**src/rtl/const_div_iter_if.sv**
```systemverilog
// Valid/ready bus for const_div_iter: a dividend goes in, a quotient/remainder pair comes out.
// The remainder width is derived from the divisor exactly as in the divider itself.
interface const_div_iter_if #(
    parameter int WIDTH   = 64,
    parameter int DIVISOR = 5
);
    localparam int RW = $clog2(DIVISOR);

    logic             in_valid;
    logic             in_ready;
    logic [WIDTH-1:0] in_x;
    logic             out_valid;
    logic             out_ready;
    logic [WIDTH-1:0] out_q;
    logic [RW-1:0]    out_r;

    // Producer/consumer view: offers dividends, accepts results.
    modport master (
        output in_valid, in_x, out_ready,
        input  in_ready, out_valid, out_q, out_r
    );

    // Divider view.
    modport slave (
        input  in_valid, in_x, out_ready,
        output in_ready, out_valid, out_q, out_r
    );
endinterface

```
**src/rtl/const_div_iter.sv**
```systemverilog
// Iterative divide-by-constant unit. The dividend is consumed CHUNK bits per cycle,
// MSB first, using the schoolbook remainder recurrence:
//   t = r * 2**CHUNK + next_chunk;  r' = t % DIVISOR;  next quotient digit = t / DIVISOR.
// Because r < DIVISOR, every quotient digit fits in CHUNK bits, so the quotient is
// assembled by shifting digits in from the right. Both divisions are by a constant
// over a narrow (RW+CHUNK)-bit operand.
// IDLE accepts a dividend, RUN performs WIDTH/CHUNK steps, DONE holds the result until
// the consumer takes it. abort returns the unit to IDLE from any state and takes
// priority over both handshakes.
module const_div_iter #(
    parameter int WIDTH   = 64,
    parameter int DIVISOR = 5,
    parameter int CHUNK   = 4
) (
    input  logic                  clk,
    input  logic                  rst_n,
    input  logic                  abort,
    const_div_iter_if.slave       bus,
    output logic                  busy
);

    localparam int RW    = $clog2(DIVISOR);
    localparam int STEPS = WIDTH / CHUNK;
    localparam int CW    = $clog2(STEPS + 1);
    localparam int TW    = RW + CHUNK;

    // The divisor is held at recurrence width. A power-of-two divisor still fits,
    // because TW is at least RW+1.
    localparam logic [TW-1:0] DIV_T     = TW'(DIVISOR);
    localparam logic [CW-1:0] LAST_STEP = CW'(STEPS - 1);

    generate
        if ((CHUNK < 1) || (CHUNK > WIDTH)) begin : g_bad_chunk_range
            $error("const_div_iter: CHUNK must satisfy 1 <= CHUNK <= WIDTH");
        end
        if ((WIDTH % CHUNK) != 0) begin : g_bad_chunk_div
            $error("const_div_iter: WIDTH must be a multiple of CHUNK");
        end
        if ((DIVISOR < 2) || (DIVISOR >= 65536)) begin : g_bad_divisor
            $error("const_div_iter: DIVISOR must satisfy 2 <= DIVISOR < 2**16");
        end
    endgenerate

    typedef enum logic [1:0] {
        S_IDLE = 2'd0,
        S_RUN  = 2'd1,
        S_DONE = 2'd2
    } state_t;

    state_t           state_q, state_d;
    logic [WIDTH-1:0] sh_q, sh_d;
    logic [WIDTH-1:0] q_q, q_d;
    logic [RW-1:0]    r_q, r_d;
    logic [CW-1:0]    cnt_q, cnt_d;
    logic             in_ready_q, in_ready_d;
    logic             out_valid_q, out_valid_d;
    logic             busy_q, busy_d;

    logic [TW-1:0]    t_s;
    logic [RW-1:0]    rem_s;
    logic [CHUNK-1:0] digit_s;

    // State, datapath and handshake flags; asynchronous active-low reset to idle.
    always_ff @(posedge clk or negedge rst_n) begin
        if (!rst_n) begin
            state_q     <= S_IDLE;
            sh_q        <= {WIDTH{1'b0}};
            q_q         <= {WIDTH{1'b0}};
            r_q         <= {RW{1'b0}};
            cnt_q       <= {CW{1'b0}};
            in_ready_q  <= 1'b1;
            out_valid_q <= 1'b0;
            busy_q      <= 1'b0;
        end else begin
            state_q     <= state_d;
            sh_q        <= sh_d;
            q_q         <= q_d;
            r_q         <= r_d;
            cnt_q       <= cnt_d;
            in_ready_q  <= in_ready_d;
            out_valid_q <= out_valid_d;
            busy_q      <= busy_d;
        end
    end

    // Next state: abort wins over everything; otherwise accept, iterate, hand off.
    always_comb begin
        state_d = state_q;
        if (abort) begin
            state_d = S_IDLE;
        end else begin
            case (state_q)
                S_IDLE: begin
                    if (bus.in_valid) begin
                        state_d = S_RUN;
                    end else begin
                        state_d = S_IDLE;
                    end
                end
                S_RUN: begin
                    if (cnt_q == LAST_STEP) begin
                        state_d = S_DONE;
                    end else begin
                        state_d = S_RUN;
                    end
                end
                S_DONE: begin
                    if (bus.out_ready) begin
                        state_d = S_IDLE;
                    end else begin
                        state_d = S_DONE;
                    end
                end
                default: begin
                    state_d = S_IDLE;
                end
            endcase
        end
    end

    // One recurrence step on the datapath, plus output flags decoded from the next state.
    always_comb begin
        sh_d    = sh_q;
        q_d     = q_q;
        r_d     = r_q;
        cnt_d   = cnt_q;
        t_s     = {r_q, sh_q[WIDTH-1 -: CHUNK]};
        rem_s   = RW'(t_s % DIV_T);
        digit_s = CHUNK'(t_s / DIV_T);
        if (abort) begin
            // The in-flight operation is dropped. The last quotient and remainder stay visible
            // but are meaningless while out_valid is low.
            cnt_d = {CW{1'b0}};
        end else begin
            case (state_q)
                S_IDLE: begin
                    if (bus.in_valid) begin
                        sh_d  = bus.in_x;
                        q_d   = {WIDTH{1'b0}};
                        r_d   = {RW{1'b0}};
                        cnt_d = {CW{1'b0}};
                    end else begin
                        sh_d = sh_q;
                    end
                end
                S_RUN: begin
                    // Shifting by CHUNK == WIDTH clears the register, which covers the single-step case.
                    sh_d  = sh_q << CHUNK;
                    q_d   = (q_q << CHUNK) | WIDTH'(digit_s);
                    r_d   = rem_s;
                    cnt_d = cnt_q + CW'(1);
                end
                S_DONE: begin
                    q_d = q_q;
                end
                default: begin
                    cnt_d = {CW{1'b0}};
                end
            endcase
        end
        in_ready_d  = (state_d == S_IDLE);
        out_valid_d = (state_d == S_DONE);
        busy_d      = (state_d != S_IDLE);
    end

    assign bus.in_ready  = in_ready_q;
    assign bus.out_valid = out_valid_q;
    assign bus.out_q     = q_q;
    assign bus.out_r     = r_q;
    assign busy          = busy_q;

endmodule

```
**src/flat_wrapper.sv**
```systemverilog
// flat-port wrapper written by rule: the top's interface ports become plain ports
module const_div_iter_flat 
#(
    parameter int WIDTH   = 64,
    parameter int DIVISOR = 5,
    parameter int CHUNK   = 4
)
  (clk, rst_n, abort, busy, bus_in_valid, bus_in_x, bus_out_ready, bus_in_ready, bus_out_valid, bus_out_q, bus_out_r);
  const_div_iter_if #(.WIDTH(WIDTH), .DIVISOR(DIVISOR)) bus_i ();
  input  logic clk;
  input  logic rst_n;
  input  logic abort;
  output logic busy;
  input wire logic [$bits(bus_i.in_valid)-1:0] bus_in_valid;
  input wire logic [$bits(bus_i.in_x)-1:0] bus_in_x;
  input wire logic [$bits(bus_i.out_ready)-1:0] bus_out_ready;
  output wire logic [$bits(bus_i.in_ready)-1:0] bus_in_ready;
  output wire logic [$bits(bus_i.out_valid)-1:0] bus_out_valid;
  output wire logic [$bits(bus_i.out_q)-1:0] bus_out_q;
  output wire logic [$bits(bus_i.out_r)-1:0] bus_out_r;
  assign bus_i.in_valid = bus_in_valid;
  assign bus_i.in_x = bus_in_x;
  assign bus_i.out_ready = bus_out_ready;
  assign bus_in_ready = bus_i.in_ready;
  assign bus_out_valid = bus_i.out_valid;
  assign bus_out_q = bus_i.out_q;
  assign bus_out_r = bus_i.out_r;
  const_div_iter #(.WIDTH(WIDTH), .DIVISOR(DIVISOR), .CHUNK(CHUNK)) u_core (.clk(clk), .rst_n(rst_n), .abort(abort), .bus(bus_i), .busy(busy));
endmodule
```
**config.mk**
```make
export PLATFORM = sky130hd
export DESIGN_NAME = const_div_iter_flat
export DESIGN_NICKNAME = d
export VERILOG_FILES = /design/src/rtl/const_div_iter_if.sv /design/src/rtl/const_div_iter.sv /design/src/flat_wrapper.sv
export SDC_FILE = /design/constraint.sdc
export NUM_CORES = 1
export LEC_CHECK = 0
export CORE_MARGIN = 2
export CORE_UTILIZATION = 50
export DETAILED_ROUTE_END_ITERATION = 8
export GPL_TIMING_DRIVEN = 0
export PLACE_DENSITY_LB_ADDON = 0.05
export SETUP_SLACK_MARGIN = 0.1
export SKIP_LAST_GASP = 1
export SLEW_MARGIN = 15
export SYNTH_ARGS = -nofsm -noshare
export SYNTH_HDL_FRONTEND = slang
export SYNTH_SLANG_ARGS = --single-unit
```
**constraint.sdc**
```tcl
create_clock -name clk -period 2.7 [get_ports clk]
set_clock_uncertainty 0.1 [all_clocks]
set_input_delay 0.405 -clock clk [delete_from_list [all_inputs] [get_ports clk]]
set_output_delay 0.405 -clock clk [all_outputs]
set_load 0.05 [all_outputs]
```
==> results of run 1 <==
==> per-layer routing <==
| layer | vias to the layer above | wire [um] |
|---|---|---|
| met2 | 162 | 7470 |
| met1 | 2452 | 6400 |
| li1 | 2337 | - |
| met4 | 0 | 373 |
| met5 | - | 0 |
| met3 | 33 | 847 |
==> sequential cells by signal, summed over array words and instances (netlist names) <==
name,cells
u_core.bus.out_q,64
u_core.sh_q,64
u_core.cnt_q,5
u_core.bus.out_r,3
u_core.state_q,2
u_core.bus.in_ready,1
u_core.bus.out_valid,1
u_core.busy,1
==> power groups by stage <==
stage               sequential [mW]  clock [mW]  combinational [mW]
global placement               2.55           0                1.46
floorplan                      2.75           0               0.742
finish                         2.53        2.38                1.49
detailed placement             2.56           0                1.48
CTS                            2.52        2.41                1.50
global route                   2.56        2.51                1.63
==> logic make-up after synthesis <==
family / after synthesis
and+or+nand+nor: 130
DFF: 141
buffers and inverters: 51
xor gates and xnor gates: 4
muxes: 60
adders and majority gates: 3
AOI/OAI and AO/OA: 169
==> per-stage QoR <==
stage                     instances  hold slack [ns]  area (sq um)
after global routing            877            0.404          8380
after CTS                       877            0.382          8380
final                           877            0.378          8380
after detailed placement        844            0.260          7760
after floorplan                 558          0.00941          6160
after global placement          843            0.362          7730
==> repair_timing <==
action	4_1_cts	5_1_grt
cloned	0	0
setup endpoints to repair	50	42
endpoints found under the hold margin	55	0
buffers inserted	0	0
gates resized for setup	1	2
hold buffers	1	0
==> area by class of cell <==
type	count	area share (%)
timing repair buffer	140	17.0
multi-input combinational	366	28.9
buffer	46	2.37
sequential	141	42.1
clock inverter	13	1.96
tap	147	2.19
inverter	5	0.224
clock buffer	19	5.28
==> critical path: stages, from the launching register on <==
cell      delay, ns
dfrtp_1        0.44
o21ai_2        0.38
clkbuf_2       0.34
buf_2          0.33
buf_1          0.40
nand2_1        0.12
o21ai_0        0.10
==> how the worst min path moves through the flow <==
| stage | from | to | slack (ns) | cells after the start |
|---|---|---|---|---|
| final | u_core.sh_q[16] | u_core.sh_q[16] | 0.38 | 2 |
| after global routing | u_core.sh_q[38] | u_core.sh_q[38] | 0.40 | 2 |
| after CTS | u_core.sh_q[16] | u_core.sh_q[16] | 0.38 | 2 |
| after detailed placement | rst_n | u_core.bus.out_r[1] | 0.26 | 1 |
| after global placement | u_core.sh_q[44] | u_core.sh_q[44] | 0.36 | 2 |
| after floorplan | rst_n | u_core.bus.out_q[0] | 0.009 | 0 |
==> cells in the final DEF (no fill, tap or decap), types with 3 or more instances in the layout <==
cell type / n
a211oi_1: 3
a21oi_1: 9
a221o_1: 3
a22o_1: 61
and2_1: 3
buf_1: 13
buf_2: 8
bufinv_16: 3
clkbuf_1: 22
clkbuf_16: 17
clkdlybuf4s50_1: 137
clkinv_2: 3
dfrtp_1: 140
inv_1: 5
inv_6: 3
mux2i_1: 60
nand2_1: 79
nand2b_1: 8
nand3_1: 4
nand4_1: 3
nor2_1: 13
nor3_1: 4
nor3b_1: 3
o21ai_0: 76
xnor2_1: 3
==> flow_metrics.py, run 1 <==
metrics = {
    "grt": {
        "use_met2_pct": 39.6,
        "track_usage_pct": 24.2,
        "grt_max_degree": 86,
        "use_met3_pct": 6.43,
        "grt_pass1_wl_um": 24800,
        "overflow": 0,
        "grt_pass1_vias": 5022,
        "busiest_layer": "met2",
        "use_met1_pct": 30.4,
        "grt_antenna_before_repair": 0,
    },
    "floorplanning": {
        "core_sq_um": 12000,
        "initial_utilization_pct": 51.3,
        "std_cell_rows": 40,
        "io_pins": 139,
        "die_w_um": 115,
        "die_h_um": 115,
        "die_area_sq_um": 13200,
    },
    "outcome": {
        "status": "complete, no violations",
    },
    "worst_setup_path": {
        "endpoint": "u_core.sh_q[21]",
        "reg2reg_depth": 6,
        "cp.required_ns": 2.93,
        "critPathArrivalTime_ns": 2.53,
        "endpoint_kind": "flip-flop",
        "critPathKind": "reg -> reg",
        "regToRegSetupSlack_ns": 0.40,
        "cp-startpoint": "u_core.state_q[0]",
        "start_kind": "flip-flop",
        "r2r_end": "u_core.sh_q[21]",
        "crit_fanout": 10,
        "rr_startpoint": "u_core.state_q[0]",
    },
    "logic_synthesis": {
        "synthAdderAreaFrac_pct": 0.568,
        "synthTopCellsByArea": "dfrtp_1 (57%), mux2i_1 (9.7%), a22o_1 (8.7%)",
        "avgSynthCellArea_sq_um": 11.0,
        "synth_common_cells": "dfrtp_1 (140), nand2_1 (79), o21ai_0 (76)",
        "synth.distinct_cells": 48,
        "ys_ff_latch": 141,
        "synth_compound_area_share_pct": 18.7,
        "yosys.area.top_type": "dfrtp_1",
        "yosys_warnings": 0,
        "seq_area_frac_synth_pct": 57.3,
        "synth_mux_area_share_pct": 9.74,
        "synth_xor_area_share_pct": 0.568,
        "syn-cell-area_sq_um": 6160,
        "syn_nets": 629,
        "synth_cells": 558,
        "synth-edff-count": 0,
        "synth_top_family_by_area": "compound AO/OA/AOI/OAI gates",
        "synthSimpleGateAreaFrac_pct": 9.60,
        "ys.flop_type": "dfrtp_1",
        "synth.top_cell.area_share_pct": 56.8,
        "synth.most_common_cell": "dfrtp_1",
        "async_reset_ff_share_pct": 100,
    },
    "drt": {
        "dr.pass1.iters": 5,
        "drc": 0,
        "ant_nets": 0,
        "vias": 4984,
        "drt-wirelength-per-cell_um": 17.2,
        "drt_iter0_markers": 341,
        "viasPerCell": 5.68,
        "drt_wl_total_um": 15100,
    },
    "cells_and_area": {
        "area_growth_pct": 36.0,
        "drive_above_1_share_pct": 6.99,
        "num_antenna_cells": 0,
        "seq_area_sq_um": 3530,
        "multi_input_area_sq_um": 2420,
        "fillers": 964,
        "nets": 788,
        "fin_util_pct": 69.8,
    },
    "sta": {
        "drv_slew": 0,
        "max_slew_margin_pct": 52.6,
        "hold_violations": 0,
        "post-route-min-period_ns": 2.30,
        "rsz0062_at_grt": "false",
        "max_freq_ghz": 0.435,
        "timing.final.crit_share_pct": 85.2,
        "finalWorstSetupSlack_ns": 0.399,
        "setup_tns_ns": 0,
        "finalSetupViolCount": 0,
        "worstMarginPinSlew_ns": 0.711,
    },
    "job": {
        "maxCapViolCount": 0,
    },
    "placed_design": {
        "dp_hpwl_um": 10900,
        "place_congestion": 0.832,
        "pre_cts_slack_ns": -0.428,
        "port-buffer-count": 138,
    },
    "power": {
        "p_comb_share_pct": 23.3,
        "total_power_mw": 6.40,
        "ir_drop_mv": 0.542,
        "power_switching_share_pct": 30.8,
        "p_per_area_nw_per_um2": 763,
        "intPower_mw": 4.43,
        "power_frac_seq_pct": 39.5,
        "power.switching_mw": 1.97,
        "leakage_nw": 3.70,
        "p_clk_share_pct": 37.2,
    },
    "cts": {
        "insertion_delay_ns": 0.42,
        "h-tree-depth": 4,
        "cts_tree": "yes",
        "cts_buffers": 17,
        "cts_sinks": 141,
        "cts_root_buf": "clkbuf_16",
        "clk_pin_slew_ns": 0.06,
        "cts.path.max_buffers": 2,
    },
    "hold_path": {
        "hp-class": "reg -> reg",
    },
}
No activity file was read; power rests on OpenSTA's default activity.
==> inputs of run 2 (changes only) <==
CAP_MARGIN = 20   (was not set)
==> results of run 2 <==
Same layout as run 1: the final DEF is identical, and so are final timing and power.
==> inputs of run 3 (changes only) <==
ABC_AREA = 1   (was not set)
CORE_ASPECT_RATIO = 1.1   (was not set)
==> run 3 against run 2 <==
Effect of this change:
- core utilization up 0.47 points
- clock power rose by 13%
- critical path depth grew 10
- largest power group is now the clock network
- sequential share of layout area hardly changed
- maximum frequency shrank 3.3%
- total power rose by 9.9%
- routed wire length is 0.38% lower
- first-iteration DRC count down 43%
- combinational power up 21%
- die area down 1.6%
- sequential power hardly changed
==> flow_metrics.py, run 3 <==
metrics = {
    "outcome": {
        "status": "complete, no violations",
    },
    "sta": {
        "hold_violations": 0,
        "rsz0062_at_grt": "false",
        "timing.final.crit_share_pct": 88.1,
        "post-route-min-period_ns": 2.38,
        "worstMarginPinSlew_ns": 0.741,
        "drv_slew": 0,
        "finalWorstSetupSlack_ns": 0.320,
        "holdWs_ns": 0.352,
        "max_freq_ghz": 0.420,
        "finalSetupViolCount": 0,
        "max_slew_margin_pct": 50.3,
    },
    "logic_synthesis": {
        "synth_common_cells": "dfrtp_1 (140), a21oi_1 (124), nand2_1 (107)",
        "avgSynthCellArea_sq_um": 8.86,
        "syn-cell-area_sq_um": 6060,
        "synth.top_cell.area_share_pct": 57.8,
        "synth-edff-count": 0,
        "ys_ff_latch": 141,
        "synth.distinct_cells": 28,
        "ys.flop_type": "dfrtp_1",
        "synth.most_common_cell": "dfrtp_1",
        "synthTopCellsByArea": "dfrtp_1 (58%), a21oi_1 (10%), nand2_1 (6.6%)",
        "synth_cells": 684,
        "syn_nets": 755,
        "async_reset_ff_share_pct": 100,
        "yosys_warnings": 0,
        "seq_area_frac_synth_pct": 58.2,
        "yosys.area.top_type": "dfrtp_1",
    },
    "drt": {
        "drt-wirelength-per-cell_um": 14.9,
        "dr.pass1.iters": 4,
        "drc": 0,
        "drt_iter0_markers": 194,
        "ant_nets": 0,
        "drt_wl_total_um": 15000,
        "vias": 5305,
        "viasPerCell": 5.25,
    },
    "cells_and_area": {
        "num_antenna_cells": 0,
        "nets": 914,
        "final_common_cell": "dfrtp_1",
        "drive_above_1_share_pct": 8.06,
        "fillers": 972,
        "area_growth_pct": 38.3,
        "final_cell_mix": "dfrtp_1 (138), clkdlybuf4s50_1 (137), a21oi_1 (123)",
    },
    "worst_setup_path": {
        "endpoint_kind": "flip-flop",
        "r2r_end": "u_core.bus.out_r[1]",
        "crit_fanout": 4,
        "critPathKind": "reg -> reg",
        "cp.required_ns": 2.90,
        "start_kind": "flip-flop",
        "reg2reg_depth": 16,
        "critPathArrivalTime_ns": 2.58,
        "rr_startpoint": "u_core.bus.out_r[0]",
        "regToRegSetupSlack_ns": 0.32,
    },
    "power": {
        "leakage_nw": 3.57,
        "p_per_area_nw_per_um2": 839,
        "ir_drop_mv": 0.431,
        "total_power_mw": 7.03,
    },
    "grt": {
        "use_met2_pct": 40.9,
        "use_met3_pct": 5.36,
        "overflow": 0,
        "busiest_layer": "met2",
        "grt_antenna_before_repair": 0,
        "grt_max_degree": 104,
        "grt_pass1_vias": 5395,
        "track_usage_pct": 24.4,
        "use_met1_pct": 30.5,
        "grt_pass1_wl_um": 24800,
    },
    "cts": {
        "cts_root_buf": "clkbuf_16",
        "clk_pin_slew_ns": 0.06,
        "h-tree-depth": 4,
        "cts_buffers": 17,
        "insertion_delay_ns": 0.42,
        "cts.path.max_buffers": 2,
        "cts_sinks": 141,
        "cts_tree": "yes",
    },
    "placed_design": {
        "port-buffer-count": 138,
        "pre_cts_slack_ns": -0.144,
        "place_congestion": 0.814,
        "dp_hpwl_um": 10800,
    },
    "floorplanning": {
        "io_pins": 139,
        "initial_utilization_pct": 50.8,
        "die_h_um": 119,
        "die_w_um": 109,
        "std_cell_rows": 42,
        "die_area_sq_um": 13000,
        "core_sq_um": 11900,
    },
    "hold_path": {
        "hp-class": "in -> async",
    },
    "job": {
        "maxCapViolCount": 0,
    },
}
-- run 3: cell types whose count changed after synthesis, moves of 28 or more --
cell	before	now
mux2i_1	60	0
o22ai_1	0	60
a21oi_1	9	124
nand2_1	79	107
nor2_1	13	61
o21ai_0	76	11
inv_1	5	78
a22o_1	61	0
-- run 3: worst max-delay path by stage --
| stage | startpoint | endpoint | slack [ns] |
|---|---|---|---|
| 6_report | u_core.bus.out_r[0] | u_core.bus.out_r[1] | 0.32 |
| 3_5_place_dp | abort | u_core.bus.out_q[15] | -0.14 |
| 5_1_grt | abort | u_core.bus.out_q[14] | 0.11 |
| 3_3_place_gp | rst_n | u_core.sh_q[45] | -4.36 |
| 2_1_floorplan | u_core.bus.out_r[2] | u_core.bus.out_r[1] | 0.33 |
| 4_1_cts | abort | u_core.bus.out_q[12] | 0.31 |
-- run 3: cell families (layout without fill, tap and decap cells) --
| group | Yosys count | count (layout) | synth area share, % |
|---|---|---|---|
| and+or+nand+nor | 204 | 204 | 14.2 |
| adders and majority gates | 2 | 2 | 0.413 |
| DFF | 141 | 141 | 58.2 |
| AOI/OAI and AO/OA | 210 | 210 | 19.3 |
| buffers and inverters | 127 | 299 | 7.89 |
-- run 3: per-layer routing --
layer,vias to the layer above,wire length (um)
li1,2580,-
met1,2563,6460
met2,144,7710
met3,18,659
met4,0,212
met5,-,0
-- run 3: timing repair --
| item | in CTS | in global routing |
|---|---|---|
| gates resized for setup | 0 | 5 |
| hold buffers | 1 | 0 |
| endpoints found under the setup margin | 0 | 3 |
| buffers inserted | 0 | 0 |
| endpoints found under the hold margin | 38 | 0 |
-- run 3: final cells by class --
type / count / area [sq um] / area share [%]
plain buffers: 40 / 153 / 1.82
clock buffers: 22 / 484 / 5.78
clock inverters: 10 / 208 / 2.48
inverters: 87 / 327 / 3.90
multi-input cells: 416 / 2060 / 24.6
flip-flops and latches: 141 / 3530 / 42.1
well taps: 154 / 193 / 2.30
repair buffers: 140 / 1420 / 17.0
-- run 3: stage by stage --
stage | std cells | util (%) | instance area, sq um | TNS, ns
2_1_floorplan | 684 | - | 6060 | 0
3_3_place_gp | 976 | 64.0 | 7630 | -612.65
3_5_place_dp | 977 | 64.3 | 7670 | -2.95
4_1_cts | 1010 | 70.2 | 8370 | 0
5_1_grt | 1010 | 70.3 | 8380 | 0
6_report | 1010 | 70.3 | 8380 | 0
-- run 3: critical path, cell delays in order (launching register included) --
cell and delay (ns):
dfrtp_2 0.44, inv_2 0.09, nand2_1 0.11, nor2_4 0.14, inv_1 0.08, nand3_1 0.15
nand3_2 0.11, nand2_2 0.11, nand2_2 0.08, o21ai_2 0.19, nand3_1 0.11, o21ai_1 0.17
inv_1 0.12, nand2_1 0.10, nand2_1 0.06, nand3_1 0.07, nand2_1 0.05
-- run 3: report_power, final --
part	switching (mW)	internal (mW)
Sequential	0.167	2.36
Combinational	1.17	0.640
Clock	0.865	1.83
